==> src/rtl/execute_pkg.sv <==
`default_nettype none
// ============================================================================
// Module      : execute_pkg
// Description : Shared execute-stage types: multiply/divide micro-op encoding,
//               default multiply latency, ROB tag type and the mult_commit_t
//               slot filled from mult_div_unit results.
// Revision    : 1.0 - initial release
// ============================================================================
package execute_pkg;

    localparam int c_rob_tag_w       = 6;
    localparam int c_mul_lat_default = 2;

    typedef logic [c_rob_tag_w-1:0] rob_tag_t;

    typedef enum logic [1:0] {
        MDU_MULT  = 2'd0,
        MDU_MULTU = 2'd1,
        MDU_DIV   = 2'd2,
        MDU_DIVU  = 2'd3
    } mdu_op_t;

    typedef struct packed {
        logic        valid;
        rob_tag_t    tag;
        logic [31:0] hi;
        logic [31:0] lo;
    } mult_commit_t;

    function automatic logic mdu_is_div(input mdu_op_t op);
        return (op == MDU_DIV) || (op == MDU_DIVU);
    endfunction

    function automatic logic mdu_is_signed(input mdu_op_t op);
        return (op == MDU_MULT) || (op == MDU_DIV);
    endfunction

endpackage
`default_nettype wire

==> src/rtl/div_radix2.sv <==
`default_nettype none
// ============================================================================
// Module      : div_radix2
// Description : Iterative radix-2 restoring divider core, one quotient bit
//               per clock. Operates on magnitudes; the sign of quotient and
//               remainder is applied on the outputs from the latched flags.
// Ports       : clk, resetn (async active-low), clear (sync abort),
//               start (load operands), dividend/divisor (magnitudes),
//               neg_quo/neg_rem (negate results), done (one-cycle pulse
//               after the last iteration), quotient/remainder (signed-fixed).
// Revision    : 1.0 - initial release
// ============================================================================
module div_radix2 #(
    parameter int DATA_W = 32
) (
    input  logic              clk,
    input  logic              resetn,
    input  logic              clear,
    input  logic              start,
    input  logic [DATA_W-1:0] dividend,
    input  logic [DATA_W-1:0] divisor,
    input  logic              neg_quo,
    input  logic              neg_rem,
    output logic              done,
    output logic [DATA_W-1:0] quotient,
    output logic [DATA_W-1:0] remainder
);

    localparam int                c_cnt_w  = $clog2(DATA_W);
    localparam logic [c_cnt_w-1:0] c_last   = c_cnt_w'(DATA_W - 1);
    localparam logic [c_cnt_w-1:0] c_cnt_1  = c_cnt_w'(1);
    localparam logic [DATA_W-1:0]  c_one    = DATA_W'(1);

    logic [DATA_W-1:0]  r_quo;
    logic [DATA_W-1:0]  r_rem;
    logic [DATA_W-1:0]  r_div;
    logic [c_cnt_w-1:0] r_cnt;
    logic               r_busy;
    logic               r_done;
    logic               r_neg_quo;
    logic               r_neg_rem;

    logic [DATA_W:0]    w_shift;
    logic [DATA_W:0]    w_diff;
    logic               w_fits;

    // Partial remainder shifted left with the next dividend bit; the dividend
    // is consumed MSB-first out of the quotient register as bits shift in.
    assign w_shift = {r_rem, r_quo[DATA_W-1]};
    assign w_diff  = w_shift - {1'b0, r_div};
    assign w_fits  = ~w_diff[DATA_W];

    always_ff @(posedge clk or negedge resetn) begin
        if (!resetn) begin
            r_quo     <= '0;
            r_rem     <= '0;
            r_div     <= '0;
            r_cnt     <= '0;
            r_busy    <= 1'b0;
            r_done    <= 1'b0;
            r_neg_quo <= 1'b0;
            r_neg_rem <= 1'b0;
        end else if (clear) begin
            r_busy <= 1'b0;
            r_done <= 1'b0;
        end else if (start) begin
            r_quo     <= dividend;
            r_rem     <= '0;
            r_div     <= divisor;
            r_cnt     <= '0;
            r_busy    <= 1'b1;
            r_done    <= 1'b0;
            r_neg_quo <= neg_quo;
            r_neg_rem <= neg_rem;
        end else begin
            r_done <= 1'b0;
            if (r_busy) begin
                r_rem <= w_fits ? w_diff[DATA_W-1:0] : w_shift[DATA_W-1:0];
                r_quo <= {r_quo[DATA_W-2:0], w_fits};
                r_cnt <= r_cnt + c_cnt_1;
                if (r_cnt == c_last) begin
                    r_busy <= 1'b0;
                    r_done <= 1'b1;
                end
            end
        end
    end

    assign done      = r_done;
    assign quotient  = r_neg_quo ? (~r_quo + c_one) : r_quo;
    assign remainder = r_neg_rem ? (~r_rem + c_one) : r_rem;

endmodule
`default_nettype wire

==> src/rtl/mult_div_unit.sv <==
`default_nettype none
// ============================================================================
// Module      : mult_div_unit
// Description : Non-pipelined multiply/divide unit (MULT/MULTU/DIV/DIVU).
//               Multiply has MUL_LAT edges of latency; divide runs DATA_W
//               restoring iterations plus one sign-fix edge.
// Ports       : clk, resetn (async active-low), flush (sync, highest prio),
//               in_valid/in_ready/in_op/in_src_a/in_src_b/in_tag (issue),
//               out_valid/out_ready/out_hi/out_lo/out_tag (result).
// Config      : MDU_DIV_SHORTCUT_EN - finish a divide one edge after accept
//               when |dividend| < |divisor| (divisor non-zero).
// Revision    : 1.0 - initial release
// ============================================================================
module mult_div_unit
    import execute_pkg::*;
#(
    parameter int DATA_W  = 32,
    parameter int TAG_W   = c_rob_tag_w,
    parameter int MUL_LAT = c_mul_lat_default
) (
    input  logic              clk,
    input  logic              resetn,
    input  logic              flush,
    input  logic              in_valid,
    output logic              in_ready,
    input  logic [1:0]        in_op,
    input  logic [DATA_W-1:0] in_src_a,
    input  logic [DATA_W-1:0] in_src_b,
    input  logic [TAG_W-1:0]  in_tag,
    output logic              out_valid,
    input  logic              out_ready,
    output logic [DATA_W-1:0] out_hi,
    output logic [DATA_W-1:0] out_lo,
    output logic [TAG_W-1:0]  out_tag
);

    localparam logic [1:0] c_st_idle = 2'd0;
    localparam logic [1:0] c_st_mul  = 2'd1;
    localparam logic [1:0] c_st_div  = 2'd2;
    localparam logic [1:0] c_st_done = 2'd3;

    localparam int                  c_mcnt_w   = (MUL_LAT > 1) ? $clog2(MUL_LAT) : 1;
    localparam logic [c_mcnt_w-1:0] c_mul_last = c_mcnt_w'(MUL_LAT - 1);
    localparam logic [c_mcnt_w-1:0] c_mcnt_1   = c_mcnt_w'(1);
    localparam logic [DATA_W-1:0]   c_one      = DATA_W'(1);

    logic [1:0]          r_state;
    logic [1:0]          w_next_state;
    mdu_op_t             r_op;
    logic [DATA_W-1:0]   r_a;
    logic [DATA_W-1:0]   r_b;
    logic [TAG_W-1:0]    r_tag;
    logic [c_mcnt_w-1:0] r_cnt;
    logic [DATA_W-1:0]   r_out_hi;
    logic [DATA_W-1:0]   r_out_lo;
    logic [TAG_W-1:0]    r_out_tag;

    mdu_op_t             w_in_op;
    logic                w_in_signed;
    logic                w_accept;
    logic [DATA_W-1:0]   w_in_mag_a;
    logic [DATA_W-1:0]   w_in_mag_b;
    logic                w_r_signed;
    logic [2*DATA_W-1:0] w_ext_a;
    logic [2*DATA_W-1:0] w_ext_b;
    logic [2*DATA_W-1:0] w_prod;
    logic                w_div_done;
    logic [DATA_W-1:0]   w_div_quo;
    logic [DATA_W-1:0]   w_div_rem;
    logic                w_shortcut;
    logic                w_mul_last;
    logic                w_result_we;
    logic [DATA_W-1:0]   w_res_hi;
    logic [DATA_W-1:0]   w_res_lo;

    assign w_in_op     = mdu_op_t'(in_op);
    assign w_in_signed = mdu_is_signed(w_in_op);
    assign w_accept    = in_valid && (r_state == c_st_idle) && !flush;

    // Magnitudes are formed at accept so the divider core starts on e0.
    assign w_in_mag_a = (w_in_signed && in_src_a[DATA_W-1]) ? (~in_src_a + c_one) : in_src_a;
    assign w_in_mag_b = (w_in_signed && in_src_b[DATA_W-1]) ? (~in_src_b + c_one) : in_src_b;

    // Extending both operands to 2*DATA_W makes the low half of a plain
    // product the exact signed/unsigned result; retiming spreads the multiplier
    // across the MUL_LAT cycles the operands are held.
    assign w_r_signed = mdu_is_signed(r_op);
    assign w_ext_a    = {{DATA_W{w_r_signed & r_a[DATA_W-1]}}, r_a};
    assign w_ext_b    = {{DATA_W{w_r_signed & r_b[DATA_W-1]}}, r_b};
    assign w_prod     = w_ext_a * w_ext_b;

    div_radix2 #(
        .DATA_W (DATA_W)
    ) u_div (
        .clk       (clk),
        .resetn    (resetn),
        .clear     (flush),
        .start     (w_accept && mdu_is_div(w_in_op)),
        .dividend  (w_in_mag_a),
        .divisor   (w_in_mag_b),
        .neg_quo   (w_in_signed && (in_src_a[DATA_W-1] ^ in_src_b[DATA_W-1])),
        .neg_rem   (w_in_signed && in_src_a[DATA_W-1]),
        .done      (w_div_done),
        .quotient  (w_div_quo),
        .remainder (w_div_rem)
    );

`ifdef MDU_DIV_SHORTCUT_EN
    logic [DATA_W-1:0] w_mag_a;
    logic [DATA_W-1:0] w_mag_b;
    assign w_mag_a    = (w_r_signed && r_a[DATA_W-1]) ? (~r_a + c_one) : r_a;
    assign w_mag_b    = (w_r_signed && r_b[DATA_W-1]) ? (~r_b + c_one) : r_b;
    assign w_shortcut = (r_b != '0) && (w_mag_a < w_mag_b);
`else
    assign w_shortcut = 1'b0;
`endif

    assign w_mul_last  = (r_cnt == c_mul_last);
    assign w_result_we = !flush &&
                         (((r_state == c_st_mul) && w_mul_last) ||
                          ((r_state == c_st_div) && (w_shortcut || w_div_done)));

    // State register
    always_ff @(posedge clk or negedge resetn) begin
        if (!resetn) r_state <= c_st_idle;
        else         r_state <= w_next_state;
    end

    // Next-state logic
    always_comb begin
        w_next_state = r_state;
        case (r_state)
            c_st_idle: if (w_accept)
                           w_next_state = mdu_is_div(w_in_op) ? c_st_div : c_st_mul;
            c_st_mul:  if (w_mul_last)                w_next_state = c_st_done;
            c_st_div:  if (w_shortcut || w_div_done)  w_next_state = c_st_done;
            c_st_done: if (out_ready)                 w_next_state = c_st_idle;
            default:                                  w_next_state = c_st_idle;
        endcase
        if (flush) w_next_state = c_st_idle;
    end

    // Output logic
    always_comb begin
        in_ready  = (r_state == c_st_idle);
        out_valid = (r_state == c_st_done);
    end

    // Result selection; divide-by-zero and the shortcut override the core.
    always_comb begin
        w_res_hi = w_div_rem;
        w_res_lo = w_div_quo;
        if (r_state == c_st_mul) begin
            w_res_hi = w_prod[2*DATA_W-1:DATA_W];
            w_res_lo = w_prod[DATA_W-1:0];
        end else if (r_b == '0) begin
            w_res_hi = r_a;
            w_res_lo = '1;
        end else if (w_shortcut) begin
            w_res_hi = r_a;
            w_res_lo = '0;
        end
    end

    always_ff @(posedge clk or negedge resetn) begin
        if (!resetn) begin
            r_op      <= MDU_MULT;
            r_a       <= '0;
            r_b       <= '0;
            r_tag     <= '0;
            r_cnt     <= '0;
            r_out_hi  <= '0;
            r_out_lo  <= '0;
            r_out_tag <= '0;
        end else begin
            if (w_accept) begin
                r_op  <= w_in_op;
                r_a   <= in_src_a;
                r_b   <= in_src_b;
                r_tag <= in_tag;
                r_cnt <= '0;
            end else if ((r_state == c_st_mul) && !w_mul_last) begin
                r_cnt <= r_cnt + c_mcnt_1;
            end
            if (w_result_we) begin
                r_out_hi  <= w_res_hi;
                r_out_lo  <= w_res_lo;
                r_out_tag <= r_tag;
            end
        end
    end

    assign out_hi  = r_out_hi;
    assign out_lo  = r_out_lo;
    assign out_tag = r_out_tag;

endmodule
`default_nettype wire

==> config.mk <==
export PLATFORM = sky130hd
export DESIGN_NAME = mult_div_unit
export DESIGN_NICKNAME = d
export VERILOG_FILES = /design/src/rtl/execute_pkg.sv /design/src/rtl/div_radix2.sv /design/src/rtl/mult_div_unit.sv
export SDC_FILE = /design/constraint.sdc
export NUM_CORES = 2
export LEC_CHECK = 0
export CAP_MARGIN = 0
export CORE_MARGIN = 2
export CORE_UTILIZATION = 45
export DETAILED_ROUTE_END_ITERATION = 8
export HOLD_SLACK_MARGIN = 0.08
export PLACE_DENSITY_LB_ADDON = 0.25
export SKIP_CTS_REPAIR_TIMING = 1
export SLEW_MARGIN = 30
export SYNTH_ARGS = -nofsm -noshare
export SYNTH_HDL_FRONTEND = slang
export SYNTH_SLANG_ARGS = --single-unit
==> constraint.sdc <==
create_clock -name clk -period 19.65 [get_ports clk]
set_clock_uncertainty 0.15 [all_clocks]
set_input_delay 4.9125 -clock clk [delete_from_list [all_inputs] [get_ports clk]]
set_output_delay 4.9125 -clock clk [all_outputs]
set_load 0.05 [all_outputs]
==> impl_metrics.ini <==
[timing]
finalSetupViolCount = 0
final.setup.tns_ns = 0
relSlewSlack_pct = 34.3
period_minus_slack_ns = 9.19
maxSlewViolCount = 0
worst_pin_slew_ns = 0.986
rsz0062_at_grt = no
max_freq_mhz = 109
fin_crit_sh_pct = 46.8
hold_viol_final = 0

[cts]
numClockSinks = 249
cts.path.max_buffers = 3
htree_levels = 1
cts_root_buffer = clkbuf_16
cts_tree = yes
clk_latency_ns = 0.59
cts_made_buffers = 31
clk_pin_slew_worst_paths_ns = 0.06

[yosys]
synth-seq-cells = 249
synth_nets = 7410
ys_warn_count = 0
synth_area_leaders = fa_1, dfrtp_1, inv_1, nand2_1, ha_1
syn_area_um2 = 52700
async_flop_share_pct = 100
syn_inst = 5953
synth.avg_cell_area_um2 = 8.85
ys_types = 66
synth-seq-area-share_pct = 11.8
ys.flop_type = dfrtp_1
synth_top_cell_by_area = fa_1
synth_edf_count = 0
netlist.area_leader.share_pct = 42.8

[worst_setup_path]
slowest_stage = fa_1
crit_fanout = 30
critPathMaxStageDelay_ns = 0.64
startpoint_type = flop
critical_path_required_ns = 19.98
crit_top_cell = fa_1
cp-end-kind = flop
path_class = flop to flop
arrival_ns = 9.52

[routing]
totalWireLength_mm = 149
vias = 39534
detail-route-antenna-nets = 0
firstDrtPassIters = 6
drtIter0Drc = 2829
drc = 0
wl_per_cell_um = 20.2
viasPerCell = 5.35

[layout]
final_cell_mix = inv_1, fa_1, nand2_1
layout_commonest_cell = inv_1
area_delta_synth_final_pct = 7.04
final_layout_size_suffix_gt1_share_pct = 3.05
nets = 7297

[min_path]
min_path_type = flop to flop

[global_routing]
globalRouteOverflowTotal = 0
grt_max_degree = 165
antenna_found_initial = 1
grt_pass1_wl_mm = 242
track_usage_pct = 25.7
grt_pass1_vias = 42499

[placement]
detailed_place_hpwl_mm = 117
portBuffers = 148
gp_congestion = 0.920

[flow_run]
cap_violations = 0

[floorplan]
start_util_pct = 45.3
die_h_um = 346
ioPinCount = 149
rows = 125
core-area_um2 = 116000
die_area_um2 = 120000
die_w_um = 346

[outcome]
status = finished clean
-- registers in the layout, indices dropped and copies added (netlist names), 2 cells and up --
register / flops
r_b: 32
u_div.r_quo: 32
u_div.r_cnt: 5
r_a: 32
out_lo: 32
r_tag: 6
out_hi: 32
u_div.r_rem: 32
u_div.r_div: 32
r_state: 2
out_tag: 6
-- synth_stat cells (all sizes together), types with 23 or more instances --
cell,count
or3,26
a211oi,36
xor2,120
clkbuf,353
xnor2,110
dfrtp,249
nor3,28
fa,1126
nand4,23
a31oi,48
and2,381
nand2,1124
ha,254
inv,1156
a21oi,153
mux2i,26
nor2,156
nand3,24
o21ai,208
a21o,74
o31ai,37
a221oi,31
-- critical path: cells and delay by family, from the launching register on --
family                   cells  cell delay (ns)
flip-flops                   1             0.41
AND/OR/NAND/NOR              4             0.42
AO/OA/AOI/OAI                7             2.24
adder cells (fa/ha/maj)      9             4.57
buffers and inverters        6             1.09
XOR/XNOR                     1             0.16
-- layer usage --
| layer | vias to the layer above | GRT usage, % | share of wire (%) |
|---|---|---|---|
| met5 | - | 0 | 0 |
| met4 | 0 | 7.70 | 3.5 |
| met3 | 198 | 1.94 | 4.9 |
| met2 | 1073 | 43.7 | 49 |
| met1 | 20574 | 35.3 | 43 |
| li1 | 17689 | - | - |
-- final cells by class --
class / instances / area [um^2]
flip-flops and latches: 249 / 6240
fillers: 11100 / 59800
well taps: 1524 / 1910
clock inverters: 10 / 139
clock buffers: 47 / 886
diodes: 2 / 5.00
repair buffers: 226 / 2100
multi-input cells: 4176 / 40800
inverters: 1156 / 4340
-- per-stage QoR --
step	setup WS, ns	utilization (%)	cell area (um^2)	instances	hold slack, ns
3_5_place_dp	10.62	47.6	55300	7330	0.305
4_1_cts	10.56	48.5	56400	7387	0.320
6_report	10.46	48.5	56400	7390	0.314
2_1_floorplan	11.31	-	52700	5953	0.289
3_3_place_gp	10.68	47.6	55300	7330	0.305
5_1_grt	9.90	48.5	56400	7388	0.343
-- path summary, 6_finish.rpt --
check,start,cells after the start,slack [ns],to
worst min-delay path,r_tag[2]$_DFFE_PN0P_,2,0.31,out_tag[2]$_DFFE_PN0P_
min in group asynchronous,resetn,1,4.16,r_tag[3]$_DFFE_PN0P_
max in group asynchronous,resetn,3,13.72,r_a[27]$_DFFE_PN0P_
worst max-delay path,r_op[0]$_DFFE_PN0P_,27,10.46,out_hi[23]$_DFFE_PN0P_
worst min register to register,r_tag[2]$_DFFE_PN0P_,2,0.31,out_tag[2]$_DFFE_PN0P_
worst max register to register,r_op[0]$_DFFE_PN0P_,27,10.46,out_hi[23]$_DFFE_PN0P_
-- cells by family after synthesis --
kind of cell    share of synthesized area, %
fa+ha+maj                               48.8
mux                                    0.537
compound gates                          8.02
flops                                   11.8
buf+inv                                 10.9
simple gates                            16.1
xor+xnor                                3.82
Power is not shown: default switching activity piles up to over one toggle a cycle in this logic, so the estimate is an artifact.
